### src/rtl/background_redraw_pkg.sv
// Shared constants and state encoding for the background raster redraw block.
package background_pkg;
  localparam int SCREEN_W = 320;
  localparam int SCREEN_H = 240;
  localparam int COLOUR_W = 3;
  localparam int X_W      = 9;
  localparam int Y_W      = 8;

  typedef enum logic [1:0] {IDLE, SWEEP, FLUSH, DONE} state_e;
endpackage

### src/rtl/background_redraw_if.sv
// Fetch port toward getBackgroundPixel and write port toward the VGA adapter.
interface background_redraw_if;
  import background_pkg::*;

  logic                start;
  logic                hold;
  logic [COLOUR_W-1:0] bg_color;
  logic [X_W-1:0]      bg_x;
  logic [Y_W-1:0]      bg_y;
  logic [X_W-1:0]      vga_x;
  logic [Y_W-1:0]      vga_y;
  logic [COLOUR_W-1:0] vga_colour;
  logic                plot;
  logic                busy;
  logic                done;

  modport master (
    input  start, hold, bg_color,
    output bg_x, bg_y, vga_x, vga_y, vga_colour, plot, busy, done
  );
  modport slave (
    output start, hold, bg_color,
    input  bg_x, bg_y, vga_x, vga_y, vga_colour, plot, busy, done
  );
endinterface

### src/rtl/background_redraw_raster_counter.sv
// Row-major screen coordinate counter with synchronous clear and last-pixel flag.
module raster_counter
  import background_pkg::*;
(
  input  logic           clock,
  input  logic           resetn,
  input  logic           en,
  input  logic           clr,
  output logic [X_W-1:0] cx,
  output logic [Y_W-1:0] cy,
  output logic           last
);
  logic [X_W-1:0] cx_q, cx_d;
  logic [Y_W-1:0] cy_q, cy_d;
  logic           x_end, y_end;

  assign x_end = (cx_q == X_W'(SCREEN_W - 1));
  assign y_end = (cy_q == Y_W'(SCREEN_H - 1));
  assign last  = x_end && y_end;
  assign cx    = cx_q;
  assign cy    = cy_q;

  always_comb begin
    cx_d = cx_q;
    cy_d = cy_q;
    if (clr) begin
      cx_d = '0;
      cy_d = '0;
    end else if (en) begin
      if (x_end) begin
        cx_d = '0;
        // Wrapping cy at frame end keeps the counter in range; nothing uses it after.
        cy_d = y_end ? '0 : cy_q + Y_W'(1);
      end else begin
        cx_d = cx_q + X_W'(1);
      end
    end
  end

  always_ff @(posedge clock or negedge resetn) begin
    if (!resetn) begin
      cx_q <= '0;
      cy_q <= '0;
    end else begin
      cx_q <= cx_d;
      cy_q <= cy_d;
    end
  end
endmodule

### src/rtl/background_redraw.sv
// Full-screen background repaint: sweeps all coordinates, hides the one-cycle
// ROM latency with a pending register, and stalls cleanly under hold.
module background_redraw
  import background_pkg::*;
(
  input  logic                 clock,
  input  logic                 resetn,
  background_redraw_if.master  bus
);
  state_e         state_q, state_d;
  logic [X_W-1:0] px_q, px_d;
  logic [Y_W-1:0] py_q, py_d;
  logic           pvalid_q, pvalid_d;
  logic [X_W-1:0] cx;
  logic [Y_W-1:0] cy;
  logic           last, cnt_en, cnt_clr, step;

  assign step    = !bus.hold;
  assign cnt_en  = (state_q == SWEEP) && step;
  assign cnt_clr = (state_q == IDLE) && bus.start;

  raster_counter u_cnt (
    .clock  (clock),
    .resetn (resetn),
    .en     (cnt_en),
    .clr    (cnt_clr),
    .cx     (cx),
    .cy     (cy),
    .last   (last)
  );

  always_ff @(posedge clock or negedge resetn) begin
    if (!resetn) begin
      state_q  <= IDLE;
      px_q     <= '0;
      py_q     <= '0;
      pvalid_q <= 1'b0;
    end else begin
      state_q  <= state_d;
      px_q     <= px_d;
      py_q     <= py_d;
      pvalid_q <= pvalid_d;
    end
  end

  always_comb begin
    state_d  = state_q;
    px_d     = px_q;
    py_d     = py_q;
    pvalid_d = pvalid_q;
    unique case (state_q)
      IDLE:  if (bus.start) state_d = SWEEP;
      SWEEP: if (step) begin
        px_d     = cx;
        py_d     = cy;
        pvalid_d = 1'b1;
        if (last) state_d = FLUSH;
      end
      FLUSH: if (step) begin
        pvalid_d = 1'b0;
        state_d  = DONE;
      end
      DONE:  state_d = IDLE;
      default: state_d = IDLE;
    endcase
  end

  always_comb begin
    // During a stall re-fetch the pending pixel so its colour is ready on release.
    if (bus.hold && pvalid_q) begin
      bus.bg_x = px_q;
      bus.bg_y = py_q;
    end else begin
      bus.bg_x = cx;
      bus.bg_y = cy;
    end
    bus.vga_x      = px_q;
    bus.vga_y      = py_q;
    bus.vga_colour = bus.bg_color;
    bus.plot       = pvalid_q && !bus.hold;
    bus.busy       = (state_q != IDLE);
    bus.done       = (state_q == DONE);
  end
endmodule

### src/flat_wrapper.sv
// flat-port wrapper written by rule: the top's interface ports become plain ports
module background_redraw_flat import background_pkg::*;
  (clock, resetn, bus_start, bus_hold, bus_bg_color, bus_bg_x, bus_bg_y, bus_vga_x, bus_vga_y, bus_vga_colour, bus_plot, bus_busy, bus_done);
  background_redraw_if bus_i ();
  input  logic clock;
  input  logic resetn;
  input wire logic [$bits(bus_i.start)-1:0] bus_start;
  input wire logic [$bits(bus_i.hold)-1:0] bus_hold;
  input wire logic [$bits(bus_i.bg_color)-1:0] bus_bg_color;
  output wire logic [$bits(bus_i.bg_x)-1:0] bus_bg_x;
  output wire logic [$bits(bus_i.bg_y)-1:0] bus_bg_y;
  output wire logic [$bits(bus_i.vga_x)-1:0] bus_vga_x;
  output wire logic [$bits(bus_i.vga_y)-1:0] bus_vga_y;
  output wire logic [$bits(bus_i.vga_colour)-1:0] bus_vga_colour;
  output wire logic [$bits(bus_i.plot)-1:0] bus_plot;
  output wire logic [$bits(bus_i.busy)-1:0] bus_busy;
  output wire logic [$bits(bus_i.done)-1:0] bus_done;
  assign bus_i.start = bus_start;
  assign bus_i.hold = bus_hold;
  assign bus_i.bg_color = bus_bg_color;
  assign bus_bg_x = bus_i.bg_x;
  assign bus_bg_y = bus_i.bg_y;
  assign bus_vga_x = bus_i.vga_x;
  assign bus_vga_y = bus_i.vga_y;
  assign bus_vga_colour = bus_i.vga_colour;
  assign bus_plot = bus_i.plot;
  assign bus_busy = bus_i.busy;
  assign bus_done = bus_i.done;
  background_redraw u_core (.clock(clock), .resetn(resetn), .bus(bus_i));
endmodule
### config.mk
export PLATFORM = sky130hd
export DESIGN_NAME = background_redraw_flat
export DESIGN_NICKNAME = d
export VERILOG_FILES = /design/src/rtl/background_redraw_pkg.sv /design/src/rtl/background_redraw_if.sv /design/src/rtl/background_redraw_raster_counter.sv /design/src/rtl/background_redraw.sv /design/src/flat_wrapper.sv
export SDC_FILE = /design/constraint.sdc
export NUM_CORES = 1
export LEC_CHECK = 0
export ABC_AREA = 0
export BUFFER_PORTS_ARGS = -buffer_cell sky130_fd_sc_hd__buf_2
export CORE_MARGIN = 4
export CORE_UTILIZATION = 30
export CTS_CLUSTER_DIAMETER = 120
export CTS_CLUSTER_SIZE = 30
export DETAILED_ROUTE_END_ITERATION = 10
export GPL_TIMING_DRIVEN = 0
export PLACE_DENSITY = 0.59
export SYNTH_ARGS = -nofsm -noshare
export SYNTH_HDL_FRONTEND = slang
export SYNTH_SLANG_ARGS = --single-unit
### constraint.sdc
create_clock -name clock -period 1.71 [get_ports clock]
set_input_delay 0.0855 -clock clock [delete_from_list [all_inputs] [get_ports clock]]
set_output_delay 0.0855 -clock clock [all_outputs]
set_load 0.05 [all_outputs]
==> results of run 1 <==
-- sequential cells by signal (all words and copies together) (netlist names) --
signal,flops
u_core.state_q,2
u_core.u_cnt.cy,8
u_core.bus.vga_x,9
u_core.pvalid_q,1
u_core.u_cnt.cx,9
u_core.bus.vga_y,8
-- worst paths after layout --
check                                 endpoint                start  cells past startpoint
setup / recovery             u_core.state_q[1]   u_core.u_cnt.cy[4]                      4
hold / removal                 u_core.pvalid_q             bus_hold                      3
setup reg to reg             u_core.state_q[1]   u_core.u_cnt.cy[4]                      4
hold reg to reg            u_core.bus.vga_y[6]  u_core.bus.vga_y[6]                      2
max in group asynchronous   u_core.u_cnt.cx[6]               resetn                      2
min in group asynchronous  u_core.bus.vga_y[6]               resetn                      2
-- Yosys cell counts (4+ instances only) --
library cell	number	area share [%]
sky130_fd_sc_hd__nor2_1	13	2.4
sky130_fd_sc_hd__xor2_1	5	2.2
sky130_fd_sc_hd__clkbuf_1	5	0.94
sky130_fd_sc_hd__o21ai_0	10	2.5
sky130_fd_sc_hd__nand2_1	56	10
sky130_fd_sc_hd__dfrtp_1	37	46
sky130_fd_sc_hd__a21oi_1	7	1.7
sky130_fd_sc_hd__and3_1	4	1.2
sky130_fd_sc_hd__mux2_2	17	9.5
sky130_fd_sc_hd__ha_1	6	3.7
sky130_fd_sc_hd__inv_1	5	0.94
-- what timing repair did --
item / in CTS / in global routing
hold endpoints to repair: 37 / 0
setup buffers: 9 / 6
endpoints found under the setup margin: 41 / 23
pin swaps: 4 / 7
hold buffers: 1 / 0
gates resized for setup: 21 / 28
-- logic make-up after synthesis --
| logic type | synth area share (%) |
|---|---|
| multiplexers | 10.60 |
| XOR/XNOR | 3.055 |
| AO/OA/AOI/OAI | 8.791 |
| flip-flops | 46.13 |
| buffers and inverters | 4.239 |
| AND/OR/NAND/NOR | 23.44 |
| adder cells (fa/ha/maj) | 3.741 |
-- where the power goes --
group          total, uW  switching, uW  internal, uW
Clock                670            306           364
Combinational       1410            884           530
Sequential          1100            111           984
Total               3180           1300          1880
-- worst max-delay path, delay by kind of cell, from the launching register on --
kind               cells  cell delay [ns]
AOI/OAI and AO/OA      1             0.21
muxes                  1             0.30
DFF                    1             0.45
and+or+nand+nor        2             0.63
-- final cells by class --
type	instances	area, um^2
Fill cell	609	3719
Sequential cell	37	935.9
Tap cell	77	96.34
Clock buffer	7	96.34
Clock inverter	1	5.005
Timing Repair Buffer	59	337.8
Inverter	5	18.77
Buffer	12	102.6
Multi-Input combinational cell	158	1111
-- stage by stage --
| stage | hold WS [ns] | power, uW |
|---|---|---|
| after floorplan | -0.2101 | 1941 |
| after global placement | 0.2356 | 2216 |
| after detailed placement | 0.2449 | 2227 |
| after CTS | 0.08937 | 3034 |
| after global routing | 0.1266 | 3381 |
| final | 0.1036 | 3179 |
-- per-layer routing --
metal | part of all wire, % | wire length [um]
met1 | 50 | 2360
met3 | 5.2 | 247
met2 | 43 | 2027
met4 | 1.5 | 71
met5 | 0 | 0
==> results.txt, run 1 <==
----------------------------------------------------
[Clocking]
  Inserted Clock Buffers ... 5
  Clock input transition at the sequential cells of the worst setup and hold paths ... 0.07 ns
  Root buffer selected by CTS ... sky130_fd_sc_hd__clkbuf_8
  Max Root-Sink Buffers ... 2
  Clock sink count ... 37
  CTS tree ... built
  Clock latency of the later-clocked register in the worst-skew pair ... just under 0.3 ns
  # H-tree levels ... 2

[Setup path]
  Setup slack of the worst register-to-register path ... roughly 0.0047 ns
  Worst path max stage delay ... 0.45 ns
  Required time reported for the critical path endpoint ... 1.89 ns
  Critical Setup Path Class ... reg2reg
  Data arrival at the endpoint of the critical path ... 1.88 ns
  Kind of end point of the critical path ... flip-flop
  Critical-path cell list ... nand4b_1 -> nor4_4 -> o22a_1 -> mux2_4
  Critical Path Fanout Max ... 8
  Standard cell with the maximum stage delay on the critical path ... sky130_fd_sc_hd__dfrtp_2
  Critical path startpoint category ... flip-flop

[STA]
  Max Clock Skew ... between 0.006 and 0.007 ns
  Number of hold violations in the final report ... 0
  Slack of the critical path ... 0.004742 ns
  Final setup fails ... 0
  Final-layout setup total negative slack ... 0 ns
  Highest clock frequency the design can meet ... 586.4 MHz
  Max Slew Vio Count ... 0
  Share of the clock period used by the worst path after layout ... 99.72%
  Final worst path period need ... 1.705 ns
  Measured slew at the worst slew-check pin ... 0.8257 ns
  Setup repair after global routing missed its margin ... true
  Slew Limit Headroom ... 44.95%

[GRT]
  Global routing met2 resource utilization ... 19.17%
  Peak-usage layer in the global routing report ... met2
  Number of antenna violations at the first check in global routing ... 0
  Via count of the first global-routing pass ... between 1,500 and 2,000
  Met1 layer usage reported by global route ... 16.89%
  Total GRT Usage ... 12.34%
  GRT met3 Usage ... 3.172%
  Largest net degree at the start of global routing ... 38
  Wire length of the first global-routing pass ... about 8200 um
  Final global-route overflow total ... 0

[Cells and area]
  Post-Layout Cell Count ... 356
  Area growth from synthesis to layout ... 34.73%
  Total Nets Final ... 291
  Fraction of final layout cells with drive strength greater than 1 ... between 40% and 50%
  Highest-count cells in the layout ignoring fill and taps ... sky130_fd_sc_hd__nand2_1 (55), sky130_fd_sc_hd__buf_2 (44), sky130_fd_sc_hd__dfrtp_1 (29), sky130_fd_sc_hd__buf_4 (18), sky130_fd_sc_hd__mux2_2 (17)
  Commonest non-fill, non-tap cell in the layout ... sky130_fd_sc_hd__nand2_1
  Ant diodes ... 0
  Share of the core filled with cells ... 42.10%
  Post-route cell area ... 2704 um^2

[Outcome]
  Result of the run ... complete, no violations

[Placed design]
  Placed standard-cell area ... 2318 um^2
  Port Buffers ... 43
  Final HPWL from detailed placement ... 3217 um
  Number of instances in the placed design ... 332
  GP Congestion ... 0.7350
  Placement Setup Slack ... -0.3345 ns

[Routing]
  Total vias in the final route ... about 1,700
  Antenna Violating Nets Remaining ... 0
  Detailed-route DRC error count ... 0
  Number of vias per cell ... 4.778
  Aggregate routed wire length ... ~4700 um
  Post-DR wirelength/cell ... 13.22 um
  First-pass iteration count of the detailed router ... 4
  DRC marker count from the first detailed-route iteration ... 85

[Logic synthesis]
  Cells after Synth ... around 210
  Mapped cell area ... between 2000 and 2500 um^2
  Synth unique cells ... 41
  Number of flip-flops and latches in the synthesized netlist ... 37
  Number of enable flip-flop cells after synthesis ... 0
  Nets in the synthesized netlist ... between 200 and 250
  Sequential share of the synthesized area ... 46.13%
  Ys Warns ... 0
  Post-Synthesis Mean Instance Area ... 9.467 um^2
  Leading register cell type out of synthesis ... sky130_fd_sc_hd__dfrtp_1
  Async SR Flop Fraction ... 100.0%

[Pwr]
  Leak ... 0.001429 uW
  Largest voltage drop on the vdd net ... 0.6319 mV
  Power per Cell Area ... around 1200 nW/um^2

[Floorplan]
  Die area ... about 8000 um^2
  Count of standard-cell rows ... 29
  Starting density of the core ... 31.25%
  DIE HEIGHT ... 89.79 um
  Number of I/O pins ... 47
  Die width ... ~90 um
  Placeable core area ... 6422 um^2

[Flow run]
  Maximum Capacitance Violations ... 0

[Worst hold path]
  Type of the most critical hold path ... in2reg

----------------------------------------------------
Power figures use the tool's default switching activity.
==> run 2, diff against run 1 <==
Settings changed: CELL_PAD_IN_SITES_DETAIL_PLACEMENT from default to 0, CELL_PAD_IN_SITES_GLOBAL_PLACEMENT from default to 2, CORE_UTILIZATION 30 to 29, PLACE_DENSITY 0.59 to 0.83.
==> run 2 against run 1 <==
Net effect:
- core utilization fell by 1.4 points
- largest power group unchanged
- combinational power rose by 4%
- sequential share of layout area fell by 0.51 points
- design area rose by 1.6%
- final cell count rose by 2.5%
- count of clock-buffer cells in the layout did not move
==> results.txt, run 2 (same netlist as run 1, synthesis figures left out) <==
----------------------------------------------------
[Routing]
  Number of vias per cell ... 4.718 (-1.3%)
  Aggregate routed wire length ... 4887 um (+3.8%)
  Antenna Violating Nets Remaining ... 0 (unchanged)
  Post-DR wirelength/cell ... 13.39 um (+1.3%)
  DRC marker count from the first detailed-route iteration ... 77 (-9.4%)
  First-pass iteration count of the detailed router ... 4 (unchanged)
  Total vias in the final route ... 1,722 (+1.2%)
  Detailed-route DRC error count ... 0 (unchanged)

[Setup path]
  Cell type group with the largest total delay on the critical path ... simple AND/OR/NAND/NOR gates
  Required time reported for the critical path endpoint ... 1.89 ns (about the same)
  Standard cell with the maximum stage delay on the critical path ... sky130_fd_sc_hd__dfrtp_1
  Critical-path cell list ... ha_2 -> nand4b_1 -> nor4_4 -> o22a_1 -> mux2_4
  Critical Path Fanout Max ... 3 (-5)
  Critical path buffers and inverters ... 0 (unchanged)
  Critical path startpoint category ... flip-flop
  Worst path max stage delay ... 0.35 ns (-0.10 ns)
  Kind of end point of the critical path ... flip-flop
  Critical Setup Path Class ... reg2reg
  Data arrival at the endpoint of the critical path ... 1.86 ns (-0.02 ns)

[Flow run]
  Maximum Capacitance Violations ... 0 (unchanged)

[Placed design]
  Placed standard-cell area ... 2322 um^2 (+0.16%)
  Final HPWL from detailed placement ... 3358 um (+4.4%)
  Port Buffers ... 43 (unchanged)
  GP Congestion ... 0.7661 (+4.2%)

[Clocking]
  Inserted Clock Buffers ... 5 (unchanged)
  Clock input transition at the sequential cells of the worst setup and hold paths ... 0.07 ns (about the same)
  Clock latency of the later-clocked register in the worst-skew pair ... 0.29 ns (about the same)
  # H-tree levels ... 2 (unchanged)
  Max Root-Sink Buffers ... 2 (unchanged)
  Root buffer selected by CTS ... sky130_fd_sc_hd__clkbuf_8
  Clock sink count ... 37 (unchanged)
  CTS tree ... built

[STA]
  Max Slew Vio Count ... 0 (unchanged)
  Share of the clock period used by the worst path after layout ... 98.25% (-1.5 points)
  Final worst path period need ... 1.680 ns (-0.02525 ns)
  Final setup fails ... 0 (unchanged)
  Slew Limit Headroom ... 43.66% (-1.3 points)
  Number of hold violations in the final report ... 0 (unchanged)
  Highest clock frequency the design can meet ... 595.2 MHz (+1.5%)
  Max Clock Skew ... 0.005676 ns (-0.001303 ns)
  Measured slew at the worst slew-check pin ... 0.8451 ns (+0.01938 ns)
  Hold slack final ... 0.09655 ns (-0.007018 ns)
  Setup repair after global routing missed its margin ... true

[Floorplan]
  Number of I/O pins ... 47 (unchanged)
  Die area ... 8316 um^2 (+3.1%)
  Starting density of the core ... 29.70% (-1.5 points)
  Count of standard-cell rows ... 30 (+3.4%)
  Die width ... 91.19 um (+1.6%)
  DIE HEIGHT ... 91.19 um (+1.6%)
  Placeable core area ... 6756 um^2 (+5.2%)

[GRT]
  Largest net degree at the start of global routing ... 38 (unchanged)
  Number of antenna violations at the first check in global routing ... 0 (unchanged)
  Via count of the first global-routing pass ... 1,682 (-0.88%)
  Total GRT Usage ... 12.01% (-0.33 points)
  Final global-route overflow total ... 0 (unchanged)
  Wire length of the first global-routing pass ... 8017 um (-2.1%)

[Cells and area]
  Highest-count cells in the layout ignoring fill and taps ... sky130_fd_sc_hd__nand2_1 (55), sky130_fd_sc_hd__buf_2 (43), sky130_fd_sc_hd__dfrtp_1 (28), sky130_fd_sc_hd__buf_4 (27), sky130_fd_sc_hd__mux2_2 (17)
  Total Nets Final ... 297 (+2.1%)
  Post-route cell area ... 2748 um^2 (+1.6%)
  Commonest non-fill, non-tap cell in the layout ... sky130_fd_sc_hd__nand2_1
  Fraction of final layout cells with drive strength greater than 1 ... 44.21% (+1.6 points)
  Ant diodes ... 0 (unchanged)
  Area growth from synthesis to layout ... 36.91%
  Share of the core filled with cells ... 40.67% (-1.4 points)

[Pwr]
  Largest voltage drop on the vdd net ... 0.4016 mV (-36%)
  Power per Cell Area ... 1213 nW/um^2 (+3.2%)
  Overall power consumption ... 3334 uW (+4.9%)
  Leak ... 0.001457 uW (+2.0%)

[Worst hold path]
  Type of the most critical hold path ... in2reg

[Outcome]
  Result of the run ... complete, no violations

----------------------------------------------------
-- run 2: changes by cell type in the layout (fill, tap and decap cells not counted), sizes merged --
cell	before	now
buf	66	72
bufinv	0	1
clkinv	1	0
-- run 2: path summary, 6_finish.rpt --
check | from | endpoint | slack, ns | depth (start not counted)
min | bus_hold | u_core.pvalid_q | 0.1 | 3
max | u_core.u_cnt.cy[1] | u_core.state_q[1] | 0.03 | 5
max reg2reg | u_core.u_cnt.cy[1] | u_core.state_q[1] | 0.03 | 5
min reg2reg | u_core.bus.vga_x[3] | u_core.bus.vga_x[3] | 0.49 | 2
min in group asynchronous | resetn | u_core.bus.vga_y[3] | 0.44 | 2
max in group asynchronous | resetn | u_core.u_cnt.cx[2] | 0.68 | 2
-- run 2: report_power, final --
group	switching, uW	internal (uW)	total (uW)
logic	905	563	1470
registers	103	984	1090
clock network	304	475	780
total	1310	2020	3330
-- run 2: layer usage --
layer | GRT usage (%) | part of all wire [%] | vias up | wire (um)
met1 | 15.66 | 48 | 795 | 2345
met4 | 4.020 | 1.2 | 0 | 57
met2 | 19.19 | 45 | 53 | 2186
li1 | - | - | 869 | -
met3 | 3.314 | 6.1 | 5 | 296
met5 | 0 | 0 | - | 0
-- run 2: layout make-up --
| type | count | area [um^2] |
|---|---|---|
| Buffer | 11 | 87.58 |
| Clock buffer | 7 | 86.33 |
| Clock inverter | 1 | 30.03 |
| Fill cell | 678 | 4009 |
| Inverter | 5 | 18.77 |
| Multi-Input combinational cell | 158 | 1097 |
| Sequential cell | 37 | 937.1 |
| Tap cell | 80 | 100.1 |
| Timing Repair Buffer | 66 | 390.4 |
-- run 2: worst register-to-register path, stage by stage, from the launching register on --
cell	delay, ns
sky130_fd_sc_hd__dfrtp_1	0.35
sky130_fd_sc_hd__ha_2	0.19
sky130_fd_sc_hd__nand4b_1	0.15
sky130_fd_sc_hd__nor4_4	0.32
sky130_fd_sc_hd__o22a_1	0.24
sky130_fd_sc_hd__mux2_4	0.31
-- run 2: metrics by stage --
| stage | std cells | TNS (ns) | setup slack, ns |
|---|---|---|---|
| 3_5_place_dp | 335 | -7.715 | -0.3311 |
| 5_1_grt | 365 | -0.07896 | -0.03478 |
| 4_1_cts | 353 | 0 | 0.00009148 |
| 2_1_floorplan | 212 | 0 | 0.003037 |
| 6_report | 365 | 0 | 0.02999 |
| 3_3_place_gp | 335 | -7.380 | -0.3186 |
-- run 2: what timing repair did --
| action | 4_1_cts | 5_1_grt |
|---|---|---|
| setup buffers | 10 | 12 |
| hold endpoints to repair | 37 | 0 |
| pin swaps | 4 | 10 |
| hold buffers | 1 | 0 |
| resized for setup | 22 | 20 |
| endpoints found under the setup margin | 45 | 16 |
==> run 3, diff against run 2 <==
Settings changed: ABC_AREA 0 to 1, CORE_UTILIZATION 29 to 27, PLACE_DENSITY 0.83 to 0.82.
==> run 3 against run 2 <==
Net effect:
- first-iteration DRC count rose by 81%
- count of clock-buffer cells in the layout down 1
- sequential power rose by 16%
- synthesized area rose by 3.2%
- critical path depth stayed put
- design area fell by 6.8%
- clock skew rose by 0.0021 ns
- routed wire length increased by 14%
- combinational power grew 73%
- non-clock buffer count shrank 21
- hold slack improved by 0.040 ns
- largest cell class unchanged
==> results.txt, run 3 <==
----------------------------------------------------
[Floorplan]
  Number of I/O pins ... 47 (unchanged)
  Die width ... 95.58 um (+4.8%)
  Count of standard-cell rows ... 31 (+3.3%)
  Placeable core area ... 7370 um^2 (+9.1%)
  Die area ... 9135 um^2 (+9.8%)
  DIE HEIGHT ... 95.58 um (+4.8%)
  Starting density of the core ... 28.10% (-1.6 points)

[Worst hold path]
  Hold Path Sink ... u_core.pvalid_q
  Number of cells on the worst hold path ... 3 (unchanged)
  Beginning of the worst hold path ... bus_hold
  Type of the most critical hold path ... in2reg

[Cells and area]
  Commonest non-fill, non-tap cell in the layout ... sky130_fd_sc_hd__nand2_1
  Post-route cell area ... 2560 um^2 (-6.8%)
  Fraction of final layout cells with drive strength greater than 1 ... 27.85% (-16 points)
  Ant diodes ... 0 (unchanged)
  Highest-count cells in the layout ignoring fill and taps ... sky130_fd_sc_hd__nand2_1 (56), sky130_fd_sc_hd__buf_2 (42), sky130_fd_sc_hd__dfrtp_1 (37), sky130_fd_sc_hd__inv_1 (30), sky130_fd_sc_hd__nor2_1 (29)
  Area growth from synthesis to layout ... 23.63%
  Total Nets Final ... 328 (+10%)

[Setup path]
  Required time reported for the critical path endpoint ... 1.62 ns (-0.27 ns)
  FF-to-FF End ... u_core.u_cnt.cy[1]
  Crit Reg-Reg Startpoint ... u_core.u_cnt.cx[0]
  Reg2Reg Depth ... 7 (+2)
  Start point of the critical path ... u_core.pvalid_q
  Data arrival at the endpoint of the critical path ... 1.54 ns (-0.32 ns)
  Kind of end point of the critical path ... output pin
  Critical path startpoint category ... flip-flop
  Setup slack of the worst register-to-register path ... 0.14 ns (+0.11 ns)
  Critical Setup Path Class ... reg2out
  Critical Path Fanout Max ... 10 (+7)

[Logic synthesis]
  Nets in the synthesized netlist ... 277 (+23%)
  Mapped cell area ... 2071 um^2 (+3.2%)
  Leading register cell type out of synthesis ... sky130_fd_sc_hd__dfrtp_1
  Ys Warns ... 0 (unchanged)
  Cells after Synth ... 264 (+25%)
  Post-Synthesis Mean Instance Area ... 7.844 um^2 (-17%)
  Async SR Flop Fraction ... 100.0% (unchanged)
  Number of enable flip-flop cells after synthesis ... 0 (unchanged)
  Top cell types by occurrence after synthesis ... sky130_fd_sc_hd__nand2_1 (58), sky130_fd_sc_hd__dfrtp_1 (37), sky130_fd_sc_hd__inv_1 (30)
  Number of flip-flops and latches in the synthesized netlist ... 37 (unchanged)
  Dominant cell type by area after synthesis ... sky130_fd_sc_hd__dfrtp_1
  Proportion of netlist area held by the largest area contributor ... 44.71% (-1.4 points)
  Synth unique cells ... 27 (-34%)
  Sequential share of the synthesized area ... 44.71% (-1.4 points)
  Area contributors post-synth ... sky130_fd_sc_hd__dfrtp_1 (45%), sky130_fd_sc_hd__nand2_1 (11%), sky130_fd_sc_hd__o21ai_0 (6.0%)
  Most frequently used cell type in the post-synthesis netlist ... sky130_fd_sc_hd__nand2_1

[Routing]
  Antenna Violating Nets Remaining ... 0 (unchanged)
  First-pass iteration count of the detailed router ... 4 (unchanged)
  DRC marker count from the first detailed-route iteration ... 139 (+81%)
  Number of vias per cell ... 4.453 (-5.6%)
  Total vias in the final route ... 1,848 (+7.3%)
  Post-DR wirelength/cell ... 13.44 um (+0.35%)
  Aggregate routed wire length ... 5576 um (+14%)
  Detailed-route DRC error count ... 0 (unchanged)

[Placed design]
  Placed standard-cell area ... 2440 um^2 (+5.1%)
  Final HPWL from detailed placement ... 4095 um (+22%)
  Port Buffers ... 43 (unchanged)
  GP Congestion ... 0.7912 (+3.3%)

[STA]
  Final worst path period need ... 1.628 ns (-0.05161 ns)
  Setup repair after global routing missed its margin ... false
  Number of hold violations in the final report ... 0 (unchanged)
  Slew Limit Headroom ... 40.58% (-3.1 points)
  Measured slew at the worst slew-check pin ... 0.8913 ns (+0.04621 ns)
  Max Clock Skew ... 0.007767 ns (+0.002090 ns)
  Max Slew Vio Count ... 0 (unchanged)
  Hold slack final ... 0.1369 ns (+0.04030 ns)
  Final setup fails ... 0 (unchanged)
  Highest clock frequency the design can meet ... 614.1 MHz (+3.2%)
  Share of the clock period used by the worst path after layout ... 95.23% (-3.0 points)

[GRT]
  Global routing met2 resource utilization ... 20.38% (+1.2 points)
  Peak-usage layer in the global routing report ... met2
  Wire length of the first global-routing pass ... 9101 um (+14%)
  GRT met3 Usage ... 2.289% (-1.0 points)
  Number of antenna violations at the first check in global routing ... 0 (unchanged)
  Via count of the first global-routing pass ... 1,774 (+5.5%)
  Met1 layer usage reported by global route ... 18.18% (+2.5 points)
  Total GRT Usage ... 12.95% (+0.94 points)
  Largest net degree at the start of global routing ... 38 (unchanged)
  Final global-route overflow total ... 0 (unchanged)

[Flow run]
  Maximum Capacitance Violations ... 0 (unchanged)

[Clocking]
  Clock sink count ... 37 (unchanged)
  Clock latency of the later-clocked register in the worst-skew pair ... 0.29 ns (about the same)
  # H-tree levels ... 2 (unchanged)
  Max Root-Sink Buffers ... 2 (unchanged)
  Inserted Clock Buffers ... 5 (unchanged)
  Clock input transition at the sequential cells of the worst setup and hold paths ... 0.07 ns (about the same)
  Root buffer selected by CTS ... sky130_fd_sc_hd__clkbuf_8
  CTS tree ... built

[Pwr]
  Largest voltage drop on the vdd net ... 0.6627 mV (+65%)
  Leak ... 0.001326 uW (-9.0%)
  Power per Cell Area ... 1717 nW/um^2 (+42%)

[Outcome]
  Result of the run ... complete, no violations

----------------------------------------------------
run 3: timing repair:
action	4_1_cts	5_1_grt
hold buffers	1	0
setup buffers	0	0
gates cloned	0	0
hold endpoints to repair	37	0
gates resized for setup	8	9
setup endpoints to repair	18	19
run 3: metrics by stage:
step                utilization, %  setup WS (ns)  TNS [ns]  std cells  total power [uW]
detailed placement           33.11        -0.1029   -0.3421        406              3805
CTS                          34.58        0.01976         0        415              4445
global route                 34.74       0.008354         0        415              4728
finish                       34.74        0.08160         0        415              4397
global placement             33.11       -0.09178   -0.2693        406              3785
floorplan                        -      -0.008339  -0.02561        264              3198
run 3: how the worst max path moves through the flow:
stage                   endpoint  slack [ns]  depth (start not counted)
6_report             bus_bg_y[2]        0.08                          5
5_1_grt        u_core.state_q[1]       0.008                          8
4_1_cts              bus_bg_y[4]        0.02                          5
3_5_place_dp         bus_bg_y[4]       -0.10                          4
3_3_place_gp         bus_bg_y[4]       -0.09                          4
2_1_floorplan        bus_bg_x[2]      -0.008                          4
run 3: cells by family (layout without fill, tap and decap cells):
kind of cell | after synthesis | after routing | share of synthesized area [%]
XOR/XNOR | 4 | 4 | 1.692
AND/OR/NAND/NOR | 118 | 118 | 25.74
buffers and inverters | 45 | 97 | 9.547
flip-flops | 37 | 37 | 44.71
adder cells (fa/ha/maj) | 6 | 6 | 3.625
AO/OA/AOI/OAI | 54 | 54 | 14.68
run 3: final cells by class:
type	instances	area, um^2
inverters	33	123.9
well taps	99	123.9
plain buffers	12	88.84
repair buffers	44	230.2
multi-input cells	182	984.7
clock inverters	2	10.01
flip-flops and latches	37	925.9
fillers	806	4810
clock buffers	6	72.57
run 3: where the power goes:
group / internal (uW) / switching, uW / total (uW)
registers: 1080 / 180 / 1260
clock network: 283 / 311 / 594
logic: 634 / 1910 / 2540
run 3: per-layer routing:
metal | routed length [um] | vias up
li1 | - | 951
met1 | 2768 | 842
met2 | 2463 | 49
met3 | 272 | 6
met4 | 72 | 0
met5 | 0 | -
run 3: critical path: stages (launching register included):
cell	delay [ns]
sky130_fd_sc_hd__dfrtp_1	0.39
sky130_fd_sc_hd__nand2_2	0.18
sky130_fd_sc_hd__buf_4	0.23
sky130_fd_sc_hd__nor2_1	0.07
sky130_fd_sc_hd__a21oi_2	0.11
sky130_fd_sc_hd__buf_2	0.28
